===== src/rtl/crypto_pkg.sv =====
// Shared state encoding, key-mode codes and default sizes for the XOR-encryption sequencer.
package crypto_pkg;
    localparam int MSG_SIZE_DEF = 64;
    localparam int KEY_SIZE_DEF = 8;
    localparam int TIMEOUT_DEF  = 255;

    typedef enum logic [2:0] {
        IDLE,
        LOAD_KEY,
        LOAD_MSG,
        ENCRYPT,
        DRAIN,
        DONE,
        ERROR
    } state_t;

    localparam logic [1:0] KEY_MODE_LOADED = 2'b00;
    localparam logic [1:0] KEY_MODE_FIXED  = 2'b01;
    localparam logic [1:0] KEY_MODE_ZERO   = 2'b10;
    localparam logic [1:0] KEY_MODE_RSVD   = 2'b11;
endpackage


===== src/rtl/seq_watchdog.sv =====
// Loadable, clearable timeout counter; expire is combinational and high in the cycle whose
// closing edge would bring the count to TIMEOUT. Holds while ena is low; clr overrides ena.
module seq_watchdog import crypto_pkg::*; #(
    parameter int   TIMEOUT = TIMEOUT_DEF,
    localparam int  WW      = $clog2(TIMEOUT + 1)
) (
    input  logic          clk,
    input  logic          rst,
    input  logic          ena,
    input  logic          clr,
    input  logic          load,
    input  logic [WW-1:0] load_val,
    input  logic          run,
    output logic          expire
);
    localparam logic [WW-1:0] LIMIT = WW'(TIMEOUT);
    localparam logic [WW-1:0] LAST  = WW'(TIMEOUT - 1);

    logic [WW-1:0] count;

    always_ff @(posedge clk) begin
        if (rst || clr) begin
            count <= '0;
        end else if (ena) begin
            if (load) begin
                count <= load_val;
            end else if (run && count != LIMIT) begin
                count <= count + WW'(1);
            end
        end
    end

    assign expire = ena && run && !load && (count == LAST);
endmodule


===== src/rtl/crypto_sequencer.sv =====
// Start-to-done control FSM for key load, message load, encrypt and ciphertext drain.
// First oKey_flag one clk after iStart; stages are verified against datapath bit counters.
module crypto_sequencer import crypto_pkg::*; #(
    parameter int  MSG_SIZE = MSG_SIZE_DEF,
    parameter int  KEY_SIZE = KEY_SIZE_DEF,
    parameter int  TIMEOUT  = TIMEOUT_DEF,
    localparam int KW       = $clog2(KEY_SIZE) + 1,
    localparam int CW       = $clog2(MSG_SIZE) + 1
) (
    input  logic          clk,
    input  logic          rst,
    input  logic          ena,
    input  logic          iStart,
    input  logic          iAbort,
    input  logic [1:0]    iKey_mode,
    input  logic [KW-1:0] iKey_count,
    input  logic [CW-1:0] iMsg_count,
    input  logic          iEnc_done,
    input  logic          iCt_flag,
    output logic          oKey_flag,
    output logic          oMsg_flag,
    output logic          oEnc_start,
    output logic [1:0]    oKey_sel,
    output logic          oBusy,
    output logic          oDone,
    output logic          oError
);
    localparam int WW = $clog2(TIMEOUT + 1);
    localparam logic [CW-1:0] KEY_LAST = CW'(KEY_SIZE - 1);
    localparam logic [CW-1:0] KEY_CHK  = CW'(KEY_SIZE);
    localparam logic [CW-1:0] MSG_LAST = CW'(MSG_SIZE - 1);
    localparam logic [CW-1:0] MSG_CHK  = CW'(MSG_SIZE);
    localparam logic [CW-1:0] CNT_MAX  = '1;

    state_t        state;
    logic [CW-1:0] cnt;
    logic          ct_prev;
    logic          wd_run;
    logic          wd_load;
    logic          wd_expire;

    // The watchdog only runs in the two open-ended stages and restarts on each entry.
    assign wd_run  = (state == ENCRYPT) || (state == DRAIN);
    assign wd_load = !wd_run || ((state == ENCRYPT) && iEnc_done);

    seq_watchdog #(.TIMEOUT(TIMEOUT)) u_wd (
        .clk      (clk),
        .rst      (rst),
        .ena      (ena),
        .clr      (iAbort),
        .load     (wd_load),
        .load_val ({WW{1'b0}}),
        .run      (wd_run),
        .expire   (wd_expire)
    );

    always_ff @(posedge clk) begin
        if (rst) begin
            state      <= IDLE;
            cnt        <= '0;
            ct_prev    <= 1'b0;
            oKey_flag  <= 1'b0;
            oMsg_flag  <= 1'b0;
            oEnc_start <= 1'b0;
            oKey_sel   <= 2'b00;
        end else if (iAbort) begin
            state      <= IDLE;
            cnt        <= '0;
            ct_prev    <= 1'b0;
            oKey_flag  <= 1'b0;
            oMsg_flag  <= 1'b0;
            oEnc_start <= 1'b0;
        end else if (ena) begin
            oEnc_start <= 1'b0;
            case (state)
                IDLE, ERROR: begin
                    if (iStart) begin
                        oKey_sel <= iKey_mode;
                        cnt      <= '0;
                        if (iKey_mode == KEY_MODE_RSVD) begin
                            state <= ERROR;
                        end else begin
                            state     <= LOAD_KEY;
                            oKey_flag <= 1'b1;
                        end
                    end
                end
                // cnt == KEY_CHK is the flag-low cycle in which the deserializer count is final.
                LOAD_KEY: begin
                    if (cnt == KEY_LAST) begin
                        oKey_flag <= 1'b0;
                        cnt       <= KEY_CHK;
                    end else if (cnt == KEY_CHK) begin
                        cnt <= '0;
                        if (iKey_count == KW'(KEY_SIZE)) begin
                            state     <= LOAD_MSG;
                            oMsg_flag <= 1'b1;
                        end else begin
                            state <= ERROR;
                        end
                    end else begin
                        cnt <= cnt + CW'(1);
                    end
                end
                LOAD_MSG: begin
                    if (cnt == MSG_LAST) begin
                        oMsg_flag <= 1'b0;
                        cnt       <= MSG_CHK;
                    end else if (cnt == MSG_CHK) begin
                        cnt <= '0;
                        if (iMsg_count == MSG_CHK) begin
                            state      <= ENCRYPT;
                            oEnc_start <= 1'b1;
                        end else begin
                            state <= ERROR;
                        end
                    end else begin
                        cnt <= cnt + CW'(1);
                    end
                end
                ENCRYPT: begin
                    if (iEnc_done) begin
                        state   <= DRAIN;
                        cnt     <= '0;
                        ct_prev <= 1'b0;
                    end else if (wd_expire) begin
                        state <= ERROR;
                    end
                end
                DRAIN: begin
                    if (ct_prev && !iCt_flag) begin
                        state <= (cnt == MSG_CHK) ? DONE : ERROR;
                    end else if (wd_expire) begin
                        state <= ERROR;
                    end else begin
                        ct_prev <= iCt_flag;
                        if (iCt_flag && cnt != CNT_MAX) begin
                            cnt <= cnt + CW'(1);
                        end
                    end
                end
                DONE:    state <= IDLE;
                default: state <= IDLE;
            endcase
        end
    end

    assign oBusy  = wd_run || (state == LOAD_KEY) || (state == LOAD_MSG);
    assign oDone  = (state == DONE);
    assign oError = (state == ERROR);
endmodule

===== config.mk =====
export PLATFORM = sky130hd
export DESIGN_NAME = crypto_sequencer
export DESIGN_NICKNAME = d
export VERILOG_FILES = /design/src/rtl/crypto_pkg.sv /design/src/rtl/seq_watchdog.sv /design/src/rtl/crypto_sequencer.sv
export SDC_FILE = /design/constraint.sdc
export NUM_CORES = 1
export LEC_CHECK = 0
export ABC_AREA = 1
export BUFFER_PORTS_ARGS = -buffer_cell sky130_fd_sc_hd__buf_4
export CORE_MARGIN = 3
export CORE_UTILIZATION = 58
export CTS_CLUSTER_SIZE = 28
export DETAILED_ROUTE_END_ITERATION = 16
export GPL_ROUTABILITY_DRIVEN = 0
export PLACE_DENSITY = 0.81
export SYNTH_ARGS = -nofsm -noshare
export SYNTH_HDL_FRONTEND = slang
export SYNTH_SLANG_ARGS = --single-unit

===== constraint.sdc =====
create_clock -name clk -period 3.1 [get_ports clk]
set_input_delay 0.62 -clock clk [delete_from_list [all_inputs] [get_ports clk]]
set_output_delay 0.62 -clock clk [all_outputs]
set_load 0.05 [all_outputs]

==> metrics.md, run 1 <==
| Metric | Value |
|---|---|
| Status | finished clean |
| Final HPWL DP | 3560 um |
| Setup CP Type | reg2out |
| Post-synthesis sequential area ratio | 26.1% |
| Worst hold start | rst |
| Worst path buffer plus inverter count | 2 |
| Worst Setup Slack post-DPL | 1.19 ns |
| Clock buffer depth | 2 |
| GRT Total Usage | 24.9% |
| Async set or reset register ratio after synthesis | 0% |
| R2r endpoint | cnt[5] |
| Register area | just under 500 sq um |
| Slowest CP cell | dfxtp_1 |
| Maximum achievable frequency | between 400 and 500 MHz |
| Top Family by Delay on Critical Path | simple AND/OR/NAND/NOR gates |
| Hold path cells | 2 |
| Antenna diode count | 0 |
| Die Area | 3890 sq um |
| Post-Syn Instances | 299 |
| First-pass GRT wire length | 7940 um |
| Tcrit/Tclk final | 74.8% |
| Synth-to-Final Area Change | 15.0% |
| Hold-critical path endpoint | oKey_sel[1] |
| Most frequent cells in the layout | nand2_1, nor2_1, inv_1 |
| Post-CTS resize count | 0 |
| FF-to-FF setup slack | 1.25 ns |
| Worst path max stage delay | 0.54 ns |
| Worst EP required | around 2.5 ns |
| Total grt overflow | 0 |
| Root buf cell | clkbuf_4 |
| CTS Hold Buffers Added | 0 |
| DRT Pass-1 Iters | 5 |
| Commonest non-fill, non-tap cell in the layout | nand2_1 |
| Via/cell ratio | 5.21 |
| Worst R2R Path Depth | 10 |
| Hold Path Class | in2reg |
| Fin. Hold Viols | 0 |
| Clk_skew | 0.0103 ns |
| CTS tree | built |
| Num CTS Buffers | 3 |
| FF-to-FF Start | state[1] |
| Area share of the largest cell type after synthesis | 26.1% |
| Fin nets | 351 |
| Layout fillers | between 200 and 300 |
| Final setup violation count | 0 |
| Number of max-cap violations | 0 |
| CP startpoint kind | register |
| Synth Cell Area | about 1800 sq um |
| CORE AREA | around 2900 sq um |
| Post-route antenna net violation count | 0 |
| Largest area contributor in the netlist | dfxtp_1 |
| Leakage | 0.973 nW |
| Antenna violations before repair | 0 |
| Power Density | 324 nW/um^2 |
| Post-Syn Area per Cell | 6.16 sq um |
| Relative slew slack | 66.2% |
| RSZ-0062 raised after global routing | false |
| Arr. time, crit path | 1.70 ns |
| Clock Latency Late Sink | 0.33 ns |
| Die X | 62.4 um |
| Final worst setup slack | between 0.7 and 0.8 ns |
| Slew Limit Fails | 0 |
| Netlist cell types | 25 |
| Top area cells in the synthesized netlist | dfxtp_1, nand2_1, nor2_1, nand3_1, inv_1 |
| Row cnt | 19 |
| Vias post-DR | around 1900 |
| CTS HTree Levels | 1 |
| EDFF count, synth | 0 |
| Footprint of the multi-input gates | 1190 sq um |
| Drt initial violations | about 160 |
| WL per Instance | around 12 um |
| PortBufs | 27 |
| Synth Flop Type | dfxtp_1 |
| Initial Util | 63.5% |
| Die Ht | 62.4 um |
| Vias in the first global route | 1794 |
| Final Critical Period | 2.32 ns |
| Synthesized Nets | approximately 320 |
| Worst-Margin Slew | around 0.5 ns |
| Setup TNS | 0 ns |
| Number of post-CTS setup repair buffers | 0 |
| VDD IR max | 270 uV |
| Cell-by-cell trace of the critical path | nor2_2, nand2_2, nand2_4, nor2_4, inv_1, buf_4 |
| Layout cells sized above 1 | a little over 20% |
| Largest net degree at the start of global routing | 15 |
| Number of I/O pins | 28 |
| CP max FO | 11 |
| Warning count from the yosys run | 0 |
| Clock transition at the registers of the reported paths | approximately 0.14 ns |
| Synth Register Bits | 24 |
| Drc violations | 0 |
| Final wirelength | 4530 um |
| Setup crit end kind | primary output |
| CTS sink count | 24 |
## power by group
part / switching, mW / internal [mW]
logic: 0.0831 / 0.0471
registers: 0.00672 / 0.314
clock network: 0.104 / 0.131
total: 0.193 / 0.492
## metrics by stage
stage / utilization (%) / cells / hold WS, ns / cell area [sq um] / power (mW)
after floorplan: - / 299 / 0.437 / 1840 / 0.412
after global placement: 71.2 / 364 / 0.453 / 2070 / 0.455
after detailed placement: 71.2 / 364 / 0.454 / 2070 / 0.456
after CTS: 73.0 / 368 / 0.425 / 2120 / 0.694
after global routing: 73.0 / 368 / 0.439 / 2120 / 0.720
final: 73.0 / 368 / 0.445 / 2120 / 0.686
## cell families after synthesis
family / share of synthesized area (%)
adder cells (fa/ha/maj): 2.72
AND/OR/NAND/NOR: 49.6
XOR/XNOR: 2.85
buffers and inverters: 9.24
AO/OA/AOI/OAI: 9.51
flip-flops: 26.1
## area by class of cell
type                    instances  share of cell area (%)
inverters                      37                    6.56
multi-input cells             234                    56.2
clock inverters                 1                    1.42
flip-flops and latches         24                    22.7
well taps                      42                    2.48
clock buffers                   3                    1.06
repair buffers                 27                    9.57
## sequential cells by signal (all words and copies together), names as in the netlist
| register | flops |
|---|---|
| state | 3 |
| cnt | 7 |
| ct_prev | 1 |
| oKey_flag | 1 |
| u_wd.count | 8 |
| oEnc_start | 1 |
| oMsg_flag | 1 |
| oKey_sel | 2 |
## Yosys cell counts, drive strengths merged, types with 3 or more instances
library cell   n
dfxtp         24
nor2          54
buf            3
o21ai          9
ha             4
nand4          6
inv           37
nand2         93
xor2           6
nand3         33
a21oi         21
nor3           5
## per-layer routing
metal  GRT usage, %  part of all wire [%]  routed length [um]  up-vias
li1               -                     -                   -     1012
met5              0                     0                   0        -
met3           5.95                   9.6                 433        9
met2           39.1                    43                1940       85
met1           33.6                    46                2080      812
met4           8.26                   1.6                  72        0
## worst max path at each step
| stage | slack [ns] | end | startpoint | cells after the start |
|---|---|---|---|---|
| floorplan | 0.86 | oDone | state[2] | 2 |
| global placement | 1.25 | oBusy | state[1] | 6 |
| detailed placement | 1.19 | oBusy | state[1] | 6 |
| CTS | 0.79 | oBusy | state[1] | 6 |
| global route | 0.65 | oBusy | state[1] | 6 |
| finish | 0.78 | oBusy | state[1] | 6 |
## worst reg2reg max path, cell delays in order, from the launching register on
cell     delay [ns]
dfxtp_1        0.54
nor2_2         0.10
nand2_2        0.25
inv_1          0.19
nand3_2        0.14
inv_1          0.06
nor2_2         0.11
nand3_2        0.17
nand2_1        0.10
nand2_1        0.05
nor2_1         0.09
(Power assumes the default switching activity.)
==> inputs of run 2 (changes only) <==
--- a/config.mk
+++ b/config.mk
@@ -5,14 +5,14 @@
 export SDC_FILE = /design/constraint.sdc
 export NUM_CORES = 1
 export LEC_CHECK = 0
-export ABC_AREA = 1
+export ABC_AREA = 0
 export BUFFER_PORTS_ARGS = -buffer_cell sky130_fd_sc_hd__buf_4
 export CORE_MARGIN = 3
-export CORE_UTILIZATION = 58
+export CORE_UTILIZATION = 51
 export CTS_CLUSTER_SIZE = 28
 export DETAILED_ROUTE_END_ITERATION = 16
 export GPL_ROUTABILITY_DRIVEN = 0
-export PLACE_DENSITY = 0.81
+export PLACE_DENSITY = 0.76
 export SYNTH_ARGS = -nofsm -noshare
 export SYNTH_HDL_FRONTEND = slang
 export SYNTH_SLANG_ARGS = --single-unit
==> constraint.sdc (replaced) <==
create_clock -name clk -period 2.05 [get_ports clk]
set_input_delay 0.41 -clock clk [delete_from_list [all_inputs] [get_ports clk]]
set_output_delay 0.41 -clock clk [all_outputs]
set_load 0.05 [all_outputs]
==> run 2 against run 1 <==
Combinational power grew 72%. Total power grew 35%. Flip-flop and latch count is the same. Final cell count shrank 20%. Worst hold slack lost 0.19 ns. Clock-buffer cell count is the same. Sequential share of layout area grew 0.98 points. Register-to-register slack lost 1.1 ns. Synthesized area shrank 6.3%. Die area grew 5.9%. Largest cell class unchanged. Core utilization shrank 8.0 points.
==> metrics.md, run 2 <==
| Metric | Value |
|---|---|
| Layout cells sized above 1 | 21.7% (was 20.2%) |
| Slew Limit Fails | 0 (unchanged) |
| PortBufs | 27 (unchanged) |
| Cell area after layout | 2040 sq um (was 2120 sq um) |
| VDD IR max | 324 uV (was 270 uV) |
| Top-count cell post-synth | dfxtp_1 (was nand2_1) |
| FF-to-FF Start | state[1] (unchanged) |
| WL per Instance | 14.7 um (was 12.3 um) |
| Post-Syn Instances | 222 (was 299) |
| List of most frequent post-synthesis cells | dfxtp_1, nor2_1, a21oi_1, nand2_1, nand4_1 (was nand2_1, nor2_1, inv_1) |
| Drt initial violations | 117 (was 161) |
| FF-to-FF setup slack | 0.15 ns (was 1.25 ns) |
| DRT Pass-1 Iters | 4 (was 5) |
| Top area cells in the synthesized netlist | dfxtp_1, nor2_1, nand4_1, a21oi_1, nand3_1 (was dfxtp_1, nand2_1, nor2_1, nand3_1, inv_1) |
| Num CTS Buffers | 3 (unchanged) |
| Async set or reset register ratio after synthesis | 0% (unchanged) |
| Vias post-DR | 1726 (was 1918) |
| Final HPWL DP | 3310 um (was 3560 um) |
| Clock transition at the registers of the reported paths | 0.14 ns (about the same) |
| Die Ht | 64.2 um (was 62.4 um) |
| Via/cell ratio | 5.89 (was 5.21) |
| Area share of the largest cell type after synthesis | 27.8% (was 26.1%) |
| Worst R2R Path Depth | 5 (was 10) |
| CTS tree | built (unchanged) |
| Tcrit/Tclk final | 92.8% |
| Biggest regs | u_wd.count: 8 flops, cnt: 7 flops, state: 3 flops (unchanged) |
| Synth Flop Type | dfxtp_1 (unchanged) |
| Antenna violations before repair | 0 (unchanged) |
| CTS Hold Buffers Added | 0 (unchanged) |
| Largest area contributor in the netlist | dfxtp_1 (unchanged) |
| Setup TNS | 0 ns (unchanged) |
| Synth-to-Final Area Change | 18.0% (was 15.0%) |
| Fin. Hold Viols | 0 (unchanged) |
| Vias in the first global route | 1573 (was 1794) |
| Total grt overflow | 0 (unchanged) |
| Final wirelength | 4310 um (was 4530 um) |
| First-pass GRT wire length | 7210 um (was 7940 um) |
| Crit. Startpoint | state[1] (unchanged) |
| Warning count from the yosys run | 0 (unchanged) |
| Synth Cell Area | 1730 sq um (was 1840 sq um) |
| Final setup violation count | 0 (unchanged) |
| Hold_ws | 0.254 ns (was 0.445 ns) |
| Final Critical Period | about 1.9 ns |
| Worst EP required | 2.31 ns (was 2.48 ns) |
| Worst Setup EP | cnt[2] (was oBusy) |
| CP startpoint kind | register (unchanged) |
| Synthesized Nets | 246 (was 323) |
| Fin nets | 275 (was 351) |
| Clock Latency Late Sink | 0.32 ns (was 0.33 ns) |
| Synth Register Bits | 24 (unchanged) |
| GRT Total Usage | 21.8% (was 24.9%) |
| Post-synthesis sequential area ratio | 27.8% (was 26.1%) |
| Root buf cell | clkbuf_4 (unchanged) |
| Number of I/O pins | 28 (unchanged) |
| Placed insts | 290 (was 364) |
| Fin cells | 293 (was 368) |
| Setup crit end kind | register (was primary output) |
| Power Density | 455 nW/um^2 (was 324 nW/um^2) |
| CTS HTree Levels | 1 (unchanged) |
| Drc violations | 0 (unchanged) |
| Die Area | 4120 sq um (was 3890 sq um) |
| Number of post-CTS setup repair buffers | 0 (unchanged) |
| R2r endpoint | cnt[2] (was cnt[5]) |
| Post-Syn Area per Cell | 7.77 sq um (was 6.16 sq um) |
| Initial Util | 55.2% (was 63.5%) |
| Hold Path Class | in2reg (unchanged) |
| Netlist cell types | 51 (was 25) |
| Post-CTS resize count | 0 (unchanged) |
| EDFF count, synth | 0 (unchanged) |
| Largest net degree at the start of global routing | 18 (was 15) |
| Area after DPL | 2000 sq um (was 2070 sq um) |
| Clk_skew | 0.00488 ns (was 0.0103 ns) |
| Setup CP Type | reg2reg (was reg2out) |
| Max reg flops | 8 (unchanged) |
| Antenna diode count | 0 (unchanged) |
| Arr. time, crit path | 2.17 ns (was 1.70 ns) |
| Layout fillers | 290 (was 286) |
| Post-route antenna net violation count | 0 (unchanged) |
| Most frequent cells in the layout | buf_4, dfxtp_1, nor2_1 (was nand2_1, nor2_1, inv_1) |
| Commonest non-fill, non-tap cell in the layout | buf_4 (was nand2_1) |
| RSZ-0062 raised after global routing | false (unchanged) |
| Maximum achievable frequency | 526 MHz |
| CTS sink count | 24 (unchanged) |
| CORE AREA | 3130 sq um (was 2900 sq um) |
| Number of max-cap violations | 0 (unchanged) |
| CP max FO | 11 (unchanged) |
| Row cnt | 20 (was 19) |
| Clock buffer depth | 2 (unchanged) |
| Leakage | 0.741 nW (was 0.973 nW) |
| Worst-Margin Slew | 0.548 ns (was 0.505 ns) |
| Relative slew slack | 63.2% (was 66.2%) |
| Die X | 64.2 um (was 62.4 um) |
| Reg with most FFs | u_wd.count (unchanged) |
| Status | finished clean (unchanged) |
run 2: worst max-delay path: stages (launching register included):
cell and delay [ns]:
dfxtp_1 0.58, or3b_1 0.41, o21bai_2 0.25, o22ai_4 0.30
nand4_1 0.13, a31oi_1 0.18
run 2: area by class of cell:
class | count | area (sq um) | share of cell area [%]
multi-input cells | 182 | 1190 | 58.7
flip-flops and latches | 24 | 482 | 23.7
repair buffers | 35 | 263 | 12.9
well taps | 44 | 55.1 | 2.70
clock buffers | 3 | 22.5 | 1.11
inverters | 5 | 18.8 | 0.922
run 2: kinds of logic after synthesis:
group	Yosys count	share of synthesized area, %
buffers and inverters	16	3.84
AO/OA/AOI/OAI	59	23.2
multiplexers	3	1.74
flip-flops	24	27.8
AND/OR/NAND/NOR	107	35.9
XOR/XNOR	9	4.57
adder cells (fa/ha/maj)	4	2.90
run 2: where the power goes:
group          internal [mW]  leakage (nW)  switching [mW]
logic                 0.0962         0.532           0.127
registers              0.474         0.194          0.0110
clock network         0.0690        0.0138           0.149
total                  0.639         0.741           0.286
run 2: worst min-delay path by stage:
| stage | start | to | slack, ns | depth (start not counted) |
|---|---|---|---|---|
| 6_report | rst | oKey_sel[0] | 0.25 | 2 |
| 5_1_grt | rst | oKey_sel[0] | 0.24 | 2 |
| 4_1_cts | rst | oKey_sel[0] | 0.25 | 2 |
| 3_5_place_dp | oMsg_flag | oMsg_flag | 0.46 | 2 |
| 3_3_place_gp | oMsg_flag | oMsg_flag | 0.45 | 2 |
| 2_1_floorplan | ct_prev | ct_prev | 0.46 | 2 |
run 2: metal layers:
metal	up-vias	part of all wire (%)	GRT usage, %
met4	0	1.5	7.12
met1	793	47	29.3
met3	6	4.1	2.81
li1	883	-	-
met5	-	0	0
met2	44	47	35.7
run 2: through the flow:
step                      power [mW]  utilization (%)  setup WS, ns
after global placement         0.713             64.0        0.0800
after detailed placement       0.714             64.0        0.0641
after CTS                      0.930             64.8        0.0883
after global routing           0.970             65.1        0.0184
final                          0.926             65.1         0.148
after floorplan                0.637                -         0.235
==> inputs of run 3 (changes only) <==
--- a/config.mk
+++ b/config.mk
@@ -13,6 +13,7 @@
 export DETAILED_ROUTE_END_ITERATION = 16
 export GPL_ROUTABILITY_DRIVEN = 0
 export PLACE_DENSITY = 0.76
+export REMOVE_ABC_BUFFERS = 1
 export SYNTH_ARGS = -nofsm -noshare
 export SYNTH_HDL_FRONTEND = slang
 export SYNTH_SLANG_ARGS = --single-unit
==> run 3 against run 2 <==
Global-route usage fell by 0.37 points. Maximum frequency fell by 0.69%. Die area did not move. Flip-flop and latch count did not move. Via count rose by 1.2%. Routed wire length fell by 1.5%. Final cell count rose by 0.68%. Sequential power barely moved. Worst hold slack got worse by 0.011 ns. Clock-buffer cell count rose by 1.
==> metrics.md, run 3 (same netlist as run 2, synthesis figures left out) <==
| Metric | Value |
|---|---|
| Leakage | 0.743 nW (was 0.741 nW) |
| Fin. Hold Viols | 0 (unchanged) |
| Number of I/O pins | 28 (unchanged) |
| RSZ-0062 raised after global routing | false (unchanged) |
| Drt initial violations | 94 (was 117) |
| Arr. time, crit path | 1.51 ns (was 2.17 ns) |
| Hold_ws | 0.243 ns (was 0.254 ns) |
| Root buf cell | clkbuf_4 (unchanged) |
| Number of max-cap violations | 0 (unchanged) |
| Antenna violations before repair | 0 (unchanged) |
| Largest net degree at the start of global routing | 18 (unchanged) |
| Die X | 64.2 um (unchanged) |
| Final wirelength | 4240 um (was 4310 um) |
| Biggest regs | u_wd.count: 8 flops, cnt: 7 flops, state: 3 flops (unchanged) |
| Antenna diode count | 0 (unchanged) |
| Vias in the first global route | 1612 (was 1573) |
| Max reg flops | 8 (unchanged) |
| CORE AREA | 3130 sq um (unchanged) |
| Maximum achievable frequency | 522 MHz (was 526 MHz) |
| Setup CP Type | reg2out (was reg2reg) |
| Num CTS Buffers | 3 (unchanged) |
| Synth-to-Final Area Change | 18.3% (was 18.0%) |
| CP max FO | 10 (was 11) |
| Final Critical Period | 1.92 ns (was 1.90 ns) |
| CP startpoint kind | register (unchanged) |
| Layout fillers | 290 (unchanged) |
| Initial Util | 55.2% (unchanged) |
| DRT Pass-1 Iters | 4 (unchanged) |
| Commonest non-fill, non-tap cell in the layout | buf_4 (unchanged) |
| GRT Total Usage | 21.4% (was 21.8%) |
| Relative slew slack | 61.7% (was 63.2%) |
| First-pass GRT wire length | 7220 um (was 7210 um) |
| Total grt overflow | 0 (unchanged) |
| Drc violations | 0 (unchanged) |
| Number of post-CTS setup repair buffers | 0 (unchanged) |
| Hold Path Class | in2reg (unchanged) |
| Setup crit end kind | primary output (was register) |
| Die Ht | 64.2 um (unchanged) |
| CTS tree | built (unchanged) |
| Most frequent cells in the layout | buf_4, nor2_1, dfxtp_1 (was buf_4, dfxtp_1, nor2_1) |
| VDD IR max | 283 uV (was 324 uV) |
| Slew Limit Fails | 0 (unchanged) |
| Layout cells sized above 1 | 21.1% (was 21.7%) |
| Power Density | 474 nW/um^2 (was 455 nW/um^2) |
| Vias post-DR | 1747 (was 1726) |
| Final HPWL DP | 3210 um (was 3310 um) |
| CTS sink count | 24 (unchanged) |
| Clk_skew | 0.0159 ns (was 0.00488 ns) |
| CTS Hold Buffers Added | 0 (unchanged) |
| Worst-Margin Slew | 0.567 ns (was 0.548 ns) |
| Clock transition at the registers of the reported paths | 0.15 ns (was 0.14 ns) |
| Die Area | 4120 sq um (unchanged) |
| CTS HTree Levels | 1 (unchanged) |
| Status | finished clean (unchanged) |
| Worst EP required | 1.64 ns (was 2.31 ns) |
| Post-route antenna net violation count | 0 (unchanged) |
| WL per Instance | 14.4 um (was 14.7 um) |
| Reg with most FFs | u_wd.count (unchanged) |
| PortBufs | 27 (unchanged) |
| Clock Latency Late Sink | 0.33 ns (was 0.32 ns) |
| Row cnt | 20 (unchanged) |
| Setup TNS | 0 ns (unchanged) |
| Clock buffer depth | 2 (unchanged) |
| Tcrit/Tclk final | 93.4% (was 92.8%) |
| Fin nets | 276 (was 275) |
| Via/cell ratio | 5.92 (was 5.89) |
| Final setup violation count | 0 (unchanged) |
## run 3: cell count changes in the layout (fill, tap and decap cells not counted)
cell      previous run  this run
nor4bb_2             1         0
clkbuf_8             0         1
xnor2_1              3         4
nor4bb_1             0         1
xnor2_2              1         0
nor2_1              22        23
nor2_2               1         0
buf_4               35        36
## run 3: what timing repair did
item                                   in CTS  in global routing
setup endpoints to repair                   0                  2
endpoints found under the hold margin       0                  0
gates resized for setup                     0                  1
## run 3: worst max-delay path: stages, from the launching register on
cell and delay [ns]:
dfxtp_1 0.55, nor2b_1 0.28, and2_1 0.16, buf_4 0.19
## run 3: path summary, 6_finish.rpt
| check | start | end | slack (ns) | depth (start not counted) |
|---|---|---|---|---|
| worst max-delay path | state[2] | oDone | 0.13 | 3 |
| worst max register to register | state[2] | u_wd.count[3] | 0.21 | 6 |
| worst min register to register | oMsg_flag | oMsg_flag | 0.47 | 2 |
| worst min-delay path | rst | oKey_sel[0] | 0.24 | 2 |
## run 3: final cells by class
type | instances | area [sq um] | area share, %
Timing Repair Buffer | 36 | 270 | 13.2
Multi-Input combinational cell | 182 | 1180 | 57.8
Tap cell | 44 | 55.1 | 2.70
Sequential cell | 24 | 482 | 23.6
Clock buffer | 4 | 36.3 | 1.78
Inverter | 5 | 18.8 | 0.920
## run 3: through the flow
step,instance area [sq um],power (mW),setup WS (ns),instances,utilization (%)
final,2040,0.967,0.135,295,65.2
after detailed placement,2000,0.713,0.0808,291,64.0
after floorplan,1680,0.626,0.0545,211,-
after global placement,2000,0.711,0.0848,291,64.0
after CTS,2040,0.972,0.0927,295,65.2
after global routing,2040,1.01,0.0129,295,65.2
## run 3: power by group
part	switching, mW	internal, mW
logic	0.125	0.0949
registers	0.0116	0.474
clock network	0.153	0.109
total	0.290	0.678
## run 3: per-layer routing
metal | part of all wire (%) | track usage [%] | wire length, um
met1 | 49 | 28.8 | 2060
met4 | 0.75 | 5.28 | 32
met5 | 0 | 0 | 0
met3 | 5.7 | 3.34 | 242
met2 | 45 | 35.6 | 1900
